File: config.mk
export PLATFORM = sky130hd
export DESIGN_NAME = fifo_rd_packer
export DESIGN_NICKNAME = d
export VERILOG_FILES = /design/src/rtl/fifo_rd_packer_pkg.sv /design/src/rtl/fifo_rd_packer.sv
export SDC_FILE = /design/constraint.sdc
export NUM_CORES = 1
export LEC_CHECK = 0
export BUFFER_PORTS_ARGS = -buffer_cell sky130_fd_sc_hd__buf_2
export CAP_MARGIN = 25
export CORE_ASPECT_RATIO = 0.5
export CORE_MARGIN = 1.5
export CORE_UTILIZATION = 45
export DETAILED_ROUTE_END_ITERATION = 8
export PLACE_DENSITY = 0.63
export SYNTH_ARGS = -nofsm -noshare
export SYNTH_HDL_FRONTEND = slang
export SYNTH_SLANG_ARGS = --single-unit
File: constraint.sdc
create_clock -name i_clk -period 5.9 [get_ports i_clk]
set_input_delay 0.885 -clock i_clk [delete_from_list [all_inputs] [get_ports i_clk]]
set_output_delay 0.885 -clock i_clk [all_outputs]
set_load 0.01 [all_outputs]
File: src/rtl/fifo_rd_packer_pkg.sv
// rtl/fifo_rd_packer_pkg.sv - shared state encoding and keep-mask helper for fifo_rd_packer
package fifo_rd_packer_pkg;

  // Widest packing factor the keep-mask helper has to cover.
  localparam int MAX_PACK = 16;

  typedef enum logic {
    ST_FILL  = 1'b0,
    ST_DRAIN = 1'b1
  } state_t;

  // Low-n-bits-set mask; n == MAX_PACK yields all ones.
  function automatic logic [MAX_PACK-1:0] keep_mask(input int unsigned n);
    logic [MAX_PACK:0] w_m;
    w_m = ((MAX_PACK+1)'(1) << n) - (MAX_PACK+1)'(1);
    return w_m[MAX_PACK-1:0];
  endfunction

endpackage

File: src/rtl/fifo_rd_packer.sv
// rtl/fifo_rd_packer.sv - packs PACK FIFO entries into one wide word, with flush of partial words
module fifo_rd_packer
  import fifo_rd_packer_pkg::*;
#(
  parameter int DSIZE = 8,
  parameter int PACK  = 4
) (
  input  logic                   i_clk,
  input  logic                   i_rst_n,
  input  logic                   i_rempty,
  input  logic [DSIZE-1:0]       i_rdata,
  output logic                   o_rd,
  input  logic                   i_flush,
  output logic                   o_valid,
  input  logic                   i_ready,
  output logic [DSIZE*PACK-1:0]  o_data,
  output logic [PACK-1:0]        o_keep,
  output logic                   o_busy
);

  localparam int CW = $clog2(PACK) + 1;
  localparam logic [CW-1:0] PACK_C = CW'(PACK);

  state_t                  r_state, w_state_nxt;
  logic [CW-1:0]           r_cnt, w_cnt_cap, w_cnt_nxt;
  logic                    r_inflight;
  logic                    r_flush_pend, w_flush_pend_nxt;
  logic [DSIZE*PACK-1:0]   r_acc, w_acc_cap, w_acc_nxt, w_data_masked;
  logic [DSIZE*PACK-1:0]   r_data, w_data_nxt;
  logic [PACK-1:0]         r_keep, w_keep_nxt;
  logic                    r_valid, w_valid_nxt;
  logic                    w_slot_free, w_full_emit, w_drain_done, w_emit, w_rd;

  // The output register can take a new word when empty or being accepted this edge.
  assign w_slot_free = !r_valid || i_ready;

  // Read only while room remains for the entry, filling, and no flush pending; gated by reset.
  assign w_rd = i_rst_n && !i_rempty && ((r_cnt + CW'(r_inflight)) < PACK_C) &&
                (r_state == ST_FILL) && !r_flush_pend;

  // Capture the in-flight entry into lane cnt, then zero lanes not yet filled for output.
  always_comb begin
    w_acc_cap     = r_acc;
    w_cnt_cap     = r_cnt;
    w_data_masked = '0;
    for (int k = 0; k < PACK; k++) begin
      if (r_inflight && (r_cnt[CW-2:0] == (CW-1)'(k))) begin
        w_acc_cap[k*DSIZE +: DSIZE] = i_rdata;
      end
    end
    if (r_inflight) begin
      w_cnt_cap = r_cnt + CW'(1);
    end
    for (int k = 0; k < PACK; k++) begin
      if (CW'(k) < w_cnt_cap) begin
        w_data_masked[k*DSIZE +: DSIZE] = w_acc_cap[k*DSIZE +: DSIZE];
      end
    end
  end

  // Next-state: word emission, output handshake and FILL/DRAIN control.
  always_comb begin
    w_state_nxt      = r_state;
    w_flush_pend_nxt = r_flush_pend;
    w_cnt_nxt        = w_cnt_cap;
    w_acc_nxt        = w_acc_cap;
    w_valid_nxt      = r_valid && !i_ready;
    w_data_nxt       = r_data;
    w_keep_nxt       = r_keep;

    w_full_emit  = (w_cnt_cap == PACK_C) && w_slot_free;
    w_drain_done = (r_state == ST_DRAIN) && !r_inflight && w_slot_free;
    w_emit       = w_full_emit || (w_drain_done && (w_cnt_cap != '0));

    if (w_emit) begin
      w_valid_nxt = 1'b1;
      w_data_nxt  = w_data_masked;
      w_keep_nxt  = PACK'(keep_mask(32'(w_cnt_cap)));
      w_cnt_nxt   = '0;
      w_acc_nxt   = '0;
    end

    case (r_state)
      ST_FILL: begin
        if (i_flush) begin
          w_flush_pend_nxt = 1'b1;
          w_state_nxt      = ST_DRAIN;
        end
      end
      ST_DRAIN: begin
        if (w_drain_done) begin
          w_flush_pend_nxt = 1'b0;
          w_state_nxt      = ST_FILL;
        end
      end
      default: w_state_nxt = ST_FILL;
    endcase
  end

  // State, accumulator and output registers.
  always_ff @(posedge i_clk or negedge i_rst_n) begin
    if (!i_rst_n) begin
      r_state      <= ST_FILL;
      r_cnt        <= '0;
      r_inflight   <= 1'b0;
      r_flush_pend <= 1'b0;
      r_acc        <= '0;
      r_data       <= '0;
      r_keep       <= '0;
      r_valid      <= 1'b0;
    end else begin
      r_state      <= w_state_nxt;
      r_cnt        <= w_cnt_nxt;
      r_inflight   <= w_rd;
      r_flush_pend <= w_flush_pend_nxt;
      r_acc        <= w_acc_nxt;
      r_data       <= w_data_nxt;
      r_keep       <= w_keep_nxt;
      r_valid      <= w_valid_nxt;
    end
  end

  assign o_rd    = w_rd;
  assign o_valid = r_valid;
  assign o_data  = r_data;
  assign o_keep  = r_keep;
  assign o_busy  = (r_cnt != '0) || r_inflight || r_flush_pend;

endmodule

### Word level (Yosys, flattened, before mapping)

Index checks and enable logic that the tools add are counted.
W data, S select, Z words.

| operators by class | value |
|---|---|
| multiplexer cells | 18 |
| equality and inequality tests | 6 |
| $add $sub $neg | 3 |
| shift operators | 1 |
| reduce and logical (&&, ||, !) cells | 26 |
| order comparisons | 5 |
| bitwise gates (word level) | 1 |

Operator list:

| kind | number |
|---|---|
| $mux W8 | 8 |
| $mux W32 | 1 |
| $logic_and A1 B1 Y1 | 13 |
| $lt A1 B3 Y1 const A | 2 |
| $lt A2 B3 Y1 const A | 2 |
| $mux W3 | 2 |
| $reduce_bool A3 Y1 | 2 |
| $logic_not A1 Y1 | 5 |
| $mux W1 | 5 |
| $eq A2 B2 Y1 const B | 2 |
| $logic_or A1 B1 Y1 | 4 |
| $pmux W1 S2 | 2 |
| $shl A1 B3 Y4 const A | 1 |
| $sub A4 B2 Y4 const B | 1 |
| $add A3 B1 Y3 | 1 |
| $add A3 B1 Y3 const B | 1 |
| $eq A3 B3 Y1 const B | 1 |
| $lt A3 B3 Y1 const B | 1 |
| $eq A2 B1 Y1 const B | 1 |
| $logic_not A2 Y1 | 1 |
| $ne A2 B1 Y1 const B | 1 |
| $ne A2 B2 Y1 const B | 1 |
| $reduce_and A2 Y1 | 1 |
| $not A1 Y1 | 1 |

| word-level totals | value |
|---|---|
| output and inout port bits | 39 |
| register bits after elaboration | 75 |

### Longest topological paths before layout

| depth | value |
|---|---|
| depth in word-level cells | 6 |
| depth in mapped cells | 11 |
| gate-level depth less buffers | 10 |

### Least setup slack after synthesis

OpenSTA, ideal clock, no wires.

| timing | value |
|---|---|
| path type | register to output |
| start point | register r_cnt[2] |
| end point | output o_rd |
| required time | 5.015 ns |
| buffers on the path | 2 |
| data arrival time | 1.411 ns |
| slack | 3.604 ns |
| cell stages (with the launch flop) | 5 |
| cell sequence | dfrtp_1 -> clkbuf_1 -> clkbuf_1 -> xnor2_1 -> nor4_1 |

| between the ends | value |
|---|---|
| word-level cells in the longest chain between the ends | 5 |

RTL lines:

| what | RTL line | source |
|---|---|---|
| from (decl) | fifo_rd_packer.sv:25 | `logic [CW-1:0] r_cnt, w_cnt_cap, w_cnt_nxt;` |
| from (signal assigned) | fifo_rd_packer.sv:113 | `r_cnt <= w_cnt_nxt;` |
| $add A3 B1 Y3 | fifo_rd_packer.sv:38 | `assign w_rd = i_rst_n && !i_rempty && ((r_cnt + CW'(r_inflight)) < PACK_C) &&` |
| $lt A3 B3 Y1 | fifo_rd_packer.sv:38 |  |
| $logic_and A1 B1 Y1 (2 in a row) | fifo_rd_packer.sv:38 |  |
| $logic_and A1 B1 Y1 | fifo_rd_packer.sv:39 | `(r_state == ST_FILL) && !r_flush_pend;` |
| to (decl) | fifo_rd_packer.sv:12 | `output logic o_rd,` |

Every way passes these cells.

### Worst setup path in the final report

| timing | value |
|---|---|
| start point | register r_inflight |
| end point | register r_data[23], in the netlist o_data[23] |

| between the ends | value |
|---|---|
| word-level cells in the longest chain between the ends | 5 |

RTL lines:

| what | RTL line | source |
|---|---|---|
| from (decl) | fifo_rd_packer.sv:26 | `logic r_inflight;` |
| from (signal assigned) | fifo_rd_packer.sv:114 | `r_inflight <= w_rd;` |
| branches (longest 5 deep; another with $lt A2 B3 Y1) | n/a |  |
| to (signal assigned) | fifo_rd_packer.sv:117 | `r_data <= w_data_nxt;` |
| to (decl) | fifo_rd_packer.sv:29 | `logic [DSIZE*PACK-1:0] r_data, w_data_nxt;` |

Parallel ways; which one is timed is not known.
A chain may end at the register's enable or synchronous reset.

==> metrics.md <==
| Metric | Value |
|---|---|
| Outcome | completed |
| Syn Area/Cell | between 10 and 15 sq um |
| Crit path max-delay cell type | dfrtp_1 |
| Count of pins over their slew limit | 0 |
| Initial DRC count | 180 |
| Critical Path End Type | flip-flop |
| Comb power frac | 31.3% |
| Setup tns final | 0 ns |
| Critical setup path kind | flip-flop to flip-flop |
| Clock Latency Late Sink | ~0.33 ns |
| Root Driver | clkbuf_16 |
| Achievable Freq | around 350 MHz |
| Multi-input logic area | between 1000 and 1500 sq um |
| Synth top area share | between 50 and 60% |
| FF+latch count, synth | 75 |
| GRT Total Usage | between 10% and 20% |
| Main synth FF type | dfrtp_1 |
| Sequential power share | 37.8% |
| Clk pwr share | between 30% and 40% |
| Synth cell types | 32 |
| Critical path peak fanout | 47 |
| Period utilization | 49.0% |
| Std-Cell Rows | 21 |
| FF+latch area | 1880 sq um |
| Most common cell in the netlist | dfrtp_1 |
| Share of cells above drive strength 1 | ~25% |
| Initial antenna violation count | 0 |
| CTS tree | yes |
| Vias | ~2300 |
| DRC Markers | 0 |
| Clock Pin Slew Worst Setup and Hold Paths | roughly 0.050 ns |
| Post-synth top area cell | dfrtp_1 |
| Setup Viol. Count Final | 0 |
| Synth-to-layout area growth | 19.8% |
| Pwr/cell area | 441 nW/um^2 |
| Die H | about 64 um |
| Cell family with most CP delay | buffers and inverters |
| CP max stage delay | roughly 0.64 ns |
| Vias in the first global route | 2348 |
| Post-CTS sizing | 0 |
| Area after DPL | ~3700 sq um |
| Switching pwr | ~570 uW |
| Final ANT Viol Nets | 0 |
| Setup bufs post-CTS | 0 |
| Power Internal | about 1200 uW |
| RSZ-0062 raised after global routing | false |
| HP Class | flip-flop to flip-flop |
| Bufs and invs on worst path | 2 |
| Worst-Margin Slew | slightly below 0.8 ns |
| Sw frac | about 33% |
| Period minus WS final | slightly below 3 ns |
| Max-Cap Viols | 0 |
| Leak pwr | around 0.0022 uW |
| Via density per instance | about 5.1 |
| Pin count of the biggest net entering global routing | 77 |
| Final WL | 6600 um |
| Routability cong. | 0.857 |
| Core area | just under 7000 sq um |
| H-tree depth reported by CTS | 3 |
| IO buf count | 51 |
| Starting Density | roughly 48% |
| Final #Nets | 369 |
| Worst Clk Skew | 0.00568 ns |
| Die Wd | 125 um |
| Clk buf depth | 2 |
| Worst endpoint data arrival time | 3.13 ns |
| Warnings from Yosys | 0 |
| Clock Sinks | 75 |
| Detailed Routing Iterations Pass 1 | 4 |
| Fill cells | ~600 |
| Final Hold Violating Endpoints | 0 |
| Headroom to the max-slew limit | a little under half |
| Io pins | 52 |
| Asr flop ratio synth | 100% |
| VDD IR max | about 260 uV |
| Top post-synthesis cells by area | dfrtp_1 (56%), mux2i_1 (13%), mux2_2 (5.1%) |
| First-pass GRT wire length | ~11000 um |
| Worst Setup Start Kind | flip-flop |
| Crit path cell chain | ha_1 -> o21ba_2 -> o22a_1 -> a211oi_4 -> buf_8 -> buf_4 -> mux2i_1 |
| Reg2Reg Setup Slack | roughly 3.0 ns |
| Worst path required time | between 6 and 7 ns |
| CTS Buf Count | 9 |
| Sequential share of the synthesized area | 56.3% |
| Syn nets | 317 |
| Number of flops mapped to enable cells by yosys | 0 |
| Commonest cells post-synth | dfrtp_1 (75), mux2i_1 (44), nor2_1 (40) |
| DP Wirelength | 4530 um |
| Cts hold-fix bufs | 0 |
| Full die area | approximately 8000 sq um |
| Overflow after GRT | 0 |
| Post-route cell area | about 4000 sq um |
| Syn Inst Count | ~300 |
| Cell Area, Synth | approximately 3300 sq um |
| Antenna diodes | 0 |
| Wire length per cell | roughly 15 um |
logic make-up after synthesis:
family                   synth area share [%]
buffers and inverters                    4.65
flip-flops                               56.3
AO/OA/AOI/OAI                            7.09
adder cells (fa/ha/maj)                  2.25
AND/OR/NAND/NOR                          10.6
multiplexers                             18.6
XOR/XNOR                                0.525
worst reg2reg max path: stages, from the launching register on:
cell      delay (ns)
dfrtp_1         0.64
ha_1            0.40
o21ba_2         0.24
o22a_1          0.24
a211oi_4        0.24
buf_8           0.22
buf_4           0.52
mux2i_1         0.30
path summary, 6_finish.rpt:
check | from | depth (start not counted) | to
hold / removal | o_keep[0] | 1 | o_keep[0]
hold reg to reg | o_keep[0] | 1 | o_keep[0]
min in group asynchronous | i_rst_n | 2 | o_keep[3]
setup reg to reg | r_inflight | 7 | o_data[23]
max in group asynchronous | i_rst_n | 2 | o_data[14]
setup / recovery | r_inflight | 7 | o_data[23]
final cells by class:
cell class	instances	area share (%)
Clock inverter	4	1.25
Inverter	22	2.07
Tap cell	92	2.88
Multi-Input combinational cell	187	32.6
Clock buffer	11	6.32
Sequential cell	75	47.0
Timing Repair Buffer	55	7.89
layout by cell type (no fill, tap or decap):
master / n
o21ai_0: 9
nand2_1: 24
nand2b_1: 3
a211oi_4: 1
buf_8: 1
nand3_1: 8
nor2_1: 40
o22a_1: 1
a31oi_1: 1
o32a_1: 1
buf_16: 1
o21bai_1: 8
nor3_1: 1
dfrtp_1: 75
nor2b_1: 1
xor2_1: 1
ha_1: 6
and3b_1: 1
mux2_2: 15
a21boi_1: 1
o21ba_2: 1
o32ai_1: 1
nor4_1: 1
mux2_1: 1
buf_2: 50
clkinvlp_4: 2
or4b_2: 1
mux2i_1: 44
a21oi_1: 12
inv_1: 22
clkinv_2: 1
xnor2_1: 1
clkbuf_8: 2
clkbuf_16: 9
bufinv_16: 1
and2_1: 1
or2_2: 2
buf_4: 3
registers in the layout (all words and copies together), names as in the netlist:
register      count
r_inflight        1
o_keep            4
r_flush_pend      1
o_valid           1
r_cnt             3
r_acc            32
o_data           32
r_state           1
metrics by stage:
step                hold slack [ns]  std cells  util (%)  worst slack (ns)  power (uW)
floorplan                     0.479        298         -              3.60        1080
global placement              0.464        429      52.8              2.69        1190
detailed placement            0.466        429      52.8              2.52        1220
CTS                           0.477        444      57.2              2.52        1770
global route                  0.499        446      57.8              2.83        1870
finish                        0.475        446      57.8              3.01        1760
power groups by stage:
stage | Clock [uW] | Sequential, uW | Combinational (uW)
after detailed placement | 0 | 675 | 540
final | 545 | 667 | 552
after global placement | 0 | 670 | 524
after CTS | 560 | 668 | 543
after floorplan | 0 | 680 | 401
after global routing | 580 | 679 | 608
metal layers:
metal	track usage (%)	up-vias	part of all wire, %
met5	0	-	0
met4	4.31	0	1.2
met3	6.20	8	5.0
met2	32.3	48	48
met1	22.0	1116	46
li1	-	1093	-
Note: power is estimated with default switching activity, not from simulation.
